[config.mk]
export PLATFORM = sky130hd
export DESIGN_NAME = div_arbiter_flat
export DESIGN_NICKNAME = d
export VERILOG_FILES = /design/src/rtl/div_if.sv /design/src/rtl/div_arbiter.sv /design/src/flat_wrapper.sv
export SDC_FILE = /design/constraint.sdc
export NUM_CORES = 1
export LEC_CHECK = 0
export BUFFER_PORTS_ARGS = -buffer_cell sky130_fd_sc_hd__buf_2
export CAP_MARGIN = 0
export CORE_MARGIN = 2
export CORE_UTILIZATION = 40
export CTS_BUF_LIST = sky130_fd_sc_hd__clkbuf_8
export DETAILED_ROUTE_END_ITERATION = 7
export GPL_TIMING_DRIVEN = 0
export PLACE_DENSITY_LB_ADDON = 0.25
export SLEW_MARGIN = 20
export SYNTH_ARGS = -nofsm -noshare
export SYNTH_HDL_FRONTEND = slang
export SYNTH_SLANG_ARGS = --single-unit
[constraint.sdc]
create_clock -name clk -period 2.46 [get_ports clk]
set_clock_uncertainty 0.1 [all_clocks]
set_input_delay 0.492 -clock clk [delete_from_list [all_inputs] [get_ports clk]]
set_output_delay 0.492 -clock clk [all_outputs]
set_load 0.01 [all_outputs]
[src/rtl/div_if.sv]
// Handshake bundle between the per-thread divide requesters and the shared divider.
// Requesters drive the master side; the arbiter sits on the slave side.
interface div_if #(
    parameter int THREADS = 4,
    parameter int WIDTH   = 8
);
    logic [THREADS-1:0]       req;
    logic [THREADS*WIDTH-1:0] dividend;
    logic [THREADS*WIDTH-1:0] divisor;
    logic [THREADS-1:0]       grant;
    logic                     busy;
    logic [THREADS-1:0]       done;
    logic [WIDTH-1:0]         quotient;
    logic [WIDTH-1:0]         remainder;

    modport master (
        output req, dividend, divisor,
        input  grant, busy, done, quotient, remainder
    );

    modport slave (
        input  req, dividend, divisor,
        output grant, busy, done, quotient, remainder
    );
endinterface

[src/rtl/div_arbiter.sv]
// Round-robin arbiter sharing one iterative restoring divider among THREADS requesters.
// Optional macro DIV_ZERO_FAST_EN: a zero divisor skips the iterations and completes straight from LOAD.
module div_arbiter #(
    parameter int THREADS = 4,
    parameter int WIDTH   = 8
) (
    input  logic clk,
    input  logic reset,
    div_if.slave bus
);
    localparam int IDX_W = (THREADS > 1) ? $clog2(THREADS) : 1;
    localparam int CNT_W = ($clog2(WIDTH) > 0) ? $clog2(WIDTH) : 1;

    typedef enum logic [1:0] {IDLE, LOAD, DIVIDE, DONE} state_t;

    state_t             state_reg;
    logic [THREADS-1:0] grant_reg;
    logic [THREADS-1:0] done_reg;
    logic               busy_reg;
    logic [WIDTH-1:0]   quotient_reg;
    logic [WIDTH-1:0]   remainder_reg;
    logic [IDX_W-1:0]   rr_ptr_reg;
    logic [IDX_W-1:0]   idx_reg;
    logic [WIDTH-1:0]   q_reg;
    logic [WIDTH-1:0]   dsr_reg;
    logic [WIDTH-1:0]   rem_reg;
    logic [CNT_W-1:0]   cnt_reg;

    logic [WIDTH-1:0] dvd_arr [THREADS];
    logic [WIDTH-1:0] dsr_arr [THREADS];

    generate
        for (genvar gi = 0; gi < THREADS; gi++) begin : g_unpack
            assign dvd_arr[gi] = bus.dividend[gi*WIDTH +: WIDTH];
            assign dsr_arr[gi] = bus.divisor[gi*WIDTH +: WIDTH];
        end
    endgenerate

    // Scan from the farthest offset down so the nearest requester at or after rr_ptr wins.
    logic [IDX_W-1:0] sel_idx_next;
    logic [IDX_W-1:0] scan_idx;
    int               scan_pos;

    always_comb begin
        sel_idx_next = '0;
        scan_idx     = '0;
        scan_pos     = 0;
        for (int k = THREADS - 1; k >= 0; k--) begin
            scan_pos = int'(rr_ptr_reg) + k;
            if (scan_pos >= THREADS) begin
                scan_pos = scan_pos - THREADS;
            end
            scan_idx = IDX_W'(scan_pos);
            if (bus.req[scan_idx]) begin
                sel_idx_next = scan_idx;
            end
        end
    end

    // One restoring step: the shifted partial remainder needs WIDTH+1 bits before the compare.
    logic [WIDTH:0]   shifted;
    logic [WIDTH:0]   dsr_ext;
    logic             ge;
    logic [WIDTH-1:0] rem_step;
    logic [WIDTH-1:0] q_step;

    always_comb begin
        shifted  = {rem_reg, q_reg[WIDTH-1]};
        dsr_ext  = {1'b0, dsr_reg};
        ge       = (shifted >= dsr_ext);
        rem_step = ge ? WIDTH'(shifted - dsr_ext) : shifted[WIDTH-1:0];
        q_step   = {q_reg[WIDTH-2:0], ge};
    end

    always_ff @(posedge clk) begin
        if (reset) begin
            state_reg     <= IDLE;
            grant_reg     <= '0;
            done_reg      <= '0;
            busy_reg      <= 1'b0;
            quotient_reg  <= '0;
            remainder_reg <= '0;
            rr_ptr_reg    <= '0;
            idx_reg       <= '0;
            q_reg         <= '0;
            dsr_reg       <= '0;
            rem_reg       <= '0;
            cnt_reg       <= '0;
        end else begin
            done_reg <= '0;
            case (state_reg)
                IDLE: begin
                    if (|bus.req) begin
                        grant_reg <= THREADS'(1) << sel_idx_next;
                        idx_reg   <= sel_idx_next;
                        busy_reg  <= 1'b1;
                        state_reg <= LOAD;
                    end
                end
                LOAD: begin
                    q_reg   <= dvd_arr[idx_reg];
                    dsr_reg <= dsr_arr[idx_reg];
                    rem_reg <= '0;
                    cnt_reg <= CNT_W'(WIDTH - 1);
`ifdef DIV_ZERO_FAST_EN
                    if (dsr_arr[idx_reg] == '0) begin
                        quotient_reg  <= '1;
                        remainder_reg <= dvd_arr[idx_reg];
                        done_reg      <= grant_reg;
                        state_reg     <= DONE;
                    end else begin
                        state_reg <= DIVIDE;
                    end
`else
                    state_reg <= DIVIDE;
`endif
                end
                DIVIDE: begin
                    rem_reg <= rem_step;
                    q_reg   <= q_step;
                    cnt_reg <= cnt_reg - 1'b1;
                    if (cnt_reg == '0) begin
                        quotient_reg  <= q_step;
                        remainder_reg <= rem_step;
                        done_reg      <= grant_reg;
                        state_reg     <= DONE;
                    end
                end
                DONE: begin
                    grant_reg  <= '0;
                    busy_reg   <= 1'b0;
                    rr_ptr_reg <= (idx_reg == IDX_W'(THREADS - 1)) ? '0 : idx_reg + 1'b1;
                    state_reg  <= IDLE;
                end
                default: state_reg <= IDLE;
            endcase
        end
    end

    assign bus.grant     = grant_reg;
    assign bus.done      = done_reg;
    assign bus.busy      = busy_reg;
    assign bus.quotient  = quotient_reg;
    assign bus.remainder = remainder_reg;
endmodule

[src/flat_wrapper.sv]
// flat-port wrapper written by rule: the top's interface ports become plain ports
module div_arbiter_flat 
#(
    parameter int THREADS = 4,
    parameter int WIDTH   = 8
)
  (clk, reset, bus_req, bus_dividend, bus_divisor, bus_grant, bus_busy, bus_done, bus_quotient, bus_remainder);
  div_if #(.THREADS(THREADS), .WIDTH(WIDTH)) bus_i ();
  input  logic clk;
  input  logic reset;
  input wire logic [$bits(bus_i.req)-1:0] bus_req;
  input wire logic [$bits(bus_i.dividend)-1:0] bus_dividend;
  input wire logic [$bits(bus_i.divisor)-1:0] bus_divisor;
  output wire logic [$bits(bus_i.grant)-1:0] bus_grant;
  output wire logic [$bits(bus_i.busy)-1:0] bus_busy;
  output wire logic [$bits(bus_i.done)-1:0] bus_done;
  output wire logic [$bits(bus_i.quotient)-1:0] bus_quotient;
  output wire logic [$bits(bus_i.remainder)-1:0] bus_remainder;
  assign bus_i.req = bus_req;
  assign bus_i.dividend = bus_dividend;
  assign bus_i.divisor = bus_divisor;
  assign bus_grant = bus_i.grant;
  assign bus_busy = bus_i.busy;
  assign bus_done = bus_i.done;
  assign bus_quotient = bus_i.quotient;
  assign bus_remainder = bus_i.remainder;
  div_arbiter #(.THREADS(THREADS), .WIDTH(WIDTH)) u_core (.clk(clk), .reset(reset), .bus(bus_i));
endmodule
==> impl_metrics.toml <==
[drt]
wl_met2_mm = 3.713
m1WireLength_mm = 3.912
vias = 3002
vias_per_cell = 5.203
routed.top_layer = "met4"
route.met3.wl_um = 453
drc = 0
drt_iter0_drc = 168
drtPass1Iterations = 5
routed_wl_mm = 8.177
ant_nets = 0
wl_per_cell_um = 14.17

[power_and_ir_drop]
sequentialPowerShare = 0.290
sw_frac_of_total = 0.4085
p_leak_uw = 0.001780
intPower_uw = 2612
peakVddDrop_uv = 384.5
p_per_area_mw_per_mm2 = 1081
comb_power_share = 0.518
p_clk_frac = 0.192
p_switching_uw = 1804

[critical_path]
critPathMaxFanout = 9
critPathRequiredTime_ns = 2.56
reg2reg_to = "u_core.bus.remainder[5]"
critical_path.slowest_cell = "dfxtp_1"
endpoint_kind = "flip-flop"
reg2reg_slack_ns = 0.15
path_cells = "inv_1 > ha_1 > and3b_1 > o311a_4 > nor3_4 > buf_6 > mux2i_2 > a21oi_1"
slowest_delay_ns = 0.33
cp-start-kind = "flip-flop"
worstReg2RegStart = "u_core.dsr_reg[1]"
crit_arrival_ns = 2.41
worst-r2r-cell-count = 8
path_class = "flip-flop to flip-flop"

[logic_synthesis]
synth_area_leaders = "dfxtp_1 35%, mux4_2 11%, ha_1 6.1%"
syn_area_mm2 = 0.003283
yosys_warnings = 0
synth_edf_count = 0
synthCells = 361
syn_nets = 448
synth_seq_area_share = 0.3537
synthTopCellsByCount = "58 x dfxtp_1, 42 x nand2_1, 42 x nor2_1, 30 x a21oi_1, 21 x inv_1"
avgSynthCellArea_um2 = 9.095
synth.distinct_cells = 53
synth_ff_type = "dfxtp_1"
synth_top_area_share = 0.3537
ys_async_sr_fraction = 0
synth-seq-cells = 58
synth_top_area_cell = "dfxtp_1"
yosysMostFrequentCell = "dfxtp_1"

[floorplan]
die-area_mm2 = 0.008948
io_pins = 95
core_area_mm2 = 0.008093
rows = 33
dieHeight_um = 94.60
start_util = 0.4057
die-width_um = 94.60

[hold_path]
hold_path_class = "flip-flop to flip-flop"
hold_start = "u_core.bus.quotient[6]"
min_to = "u_core.bus.quotient[6]"
holdPathStages = 2

[clock_tree]
cts_hold_buf = 0
clkLatencyLatePin_ns = 0.34
cts_tree = "built"
h-tree-depth = 3
cts.sinks = 58
cts_buffers = 9
clk_pin_slew_ns = 0.07
clock_path_buffers = 2
root_buffer = "clkbuf_8"

[timing]
final_hold_viol_count = 0
setup_viol = 0
rsz0062_at_grt = "no"
slew_viol_final = 0
worst_slew_pin_slew_ns = 0.5780
setup_ws_ns = 0.1517
tns_ns = 0
final.min_clock_period_ns = 2.308
slew-limit-headroom = 0.6098
layout_worst_path_cycle_share = 0.9383
whs_ns = 0.3548
max_freq_mhz = 433.2

[placement]
place_inst = 559
place_area_mm2 = 0.003880
gp_congestion = 0.8450
hpwl_mm = 6.241
pre_cts_ws_ns = 0.05672
port-buffer-count = 93

[layout]
nNetsFinal = 554
synthToLayoutAreaGrowth_pct = 24.43
drive_gt1_frac = 0.3030
fin_cells = 577
antenna_cells = 0
fin_area_mm2 = 0.004085

[flow_run]
cap_violations = 0

[global_routing]
grt_pass1_wl_mm = 13.07
antenna_found_initial = 0
grt_pass1_vias = 2756
grt_use_total = 0.1876
grt_max_degree = 11
overflow = 0

[run_status]
status = "finished clean"
power by group through the flow:
stage | Combinational [uW] | Clock (uW) | Sequential, uW
CTS | 2210 | 859 | 1280
global placement | 2170 | 0 | 1290
global route | 2550 | 901 | 1300
finish | 2290 | 846 | 1280
detailed placement | 2200 | 0 | 1290
floorplan | 1670 | 0 | 1290
worst max-delay path by stage:
stage,start,to,slack (ns),cells after the start
after floorplan,u_core.dsr_reg[1],u_core.bus.remainder[5],0.31,8
after global placement,u_core.dsr_reg[1],u_core.bus.remainder[5],0.08,8
after detailed placement,u_core.dsr_reg[1],u_core.bus.remainder[5],0.06,8
after CTS,u_core.dsr_reg[1],u_core.bus.remainder[5],0.05,8
after global routing,u_core.dsr_reg[1],u_core.bus.remainder[5],0.007,8
final,u_core.dsr_reg[1],u_core.bus.remainder[5],0.15,8
area by class of cell:
cell class                 instances  area [um2]
inverter                          21       78.83
clock buffer                       9       123.9
fill                             816        4008
clock inverter                     7       62.56
multi-input combinational        260        1919
tap                              105       131.4
timing repair buffer              95       480.5
sequential                        58        1161
buffer                            22       127.6
repair_timing:
| action | in CTS | in global routing |
|---|---|---|
| gates resized for setup | 0 | 1 |
| setup endpoints to repair | 0 | 3 |
| buffers inserted | 0 | 2 |
layout by cell type (no fill, tap or decap), types with 2 or more instances in the layout:
cell	n
mux2i_1	19
nand3b_1	2
buf_6	4
clkinvlp_4	2
o21a_1	2
a21oi_1	30
clkbuf_8	10
nand2_1	42
xor2_1	2
a211oi_1	3
clkbuf_1	12
a32oi_1	3
a221oi_1	2
dfxtp_1	58
nor3_1	3
clkinv_2	2
buf_2	96
inv_1	23
o311ai_0	3
buf_4	2
nand2b_1	4
o31ai_1	3
mux4_2	16
a31oi_1	2
nor2_1	42
and3_1	5
o21ai_0	15
o21ai_1	2
ha_1	16
or4_1	2
a311oi_1	7
nand4_1	2
nand3_1	8
o211ai_1	2
nor2b_1	3
cells by family after synthesis:
| group | count (synthesis) | synth area share |
|---|---|---|
| xor gates and xnor gates | 3 | 0.008005 |
| and+or+nand+nor | 121 | 0.1696 |
| adders and majority gates | 17 | 0.06707 |
| AOI/OAI and AO/OA | 83 | 0.1681 |
| buffers and inverters | 43 | 0.06288 |
| muxes | 36 | 0.1707 |
| DFF | 58 | 0.3537 |
layer usage:
metal	GRT usage	vias to the layer above
li1	-	1515
met1	0.2669	1401
met2	0.2827	80
met3	0.05028	6
met4	0.04710	0
met5	0	-
worst max-delay path, delay by kind of cell (launching register included):
family                   cells  cell delay [ns]
adder cells (fa/ha/maj)      1             0.31
AO/OA/AOI/OAI                2             0.42
AND/OR/NAND/NOR              2             0.48
multiplexers                 1             0.25
buffers and inverters        2             0.30
flip-flops                   1             0.33
stage by stage:
stage	utilization	total power (uW)
floorplan	-	2956
global placement	0.4794	3456
detailed placement	0.4794	3493
CTS	0.5025	4345
global route	0.5048	4757
finish	0.5048	4416
Power figures use the tool's default switching activity.
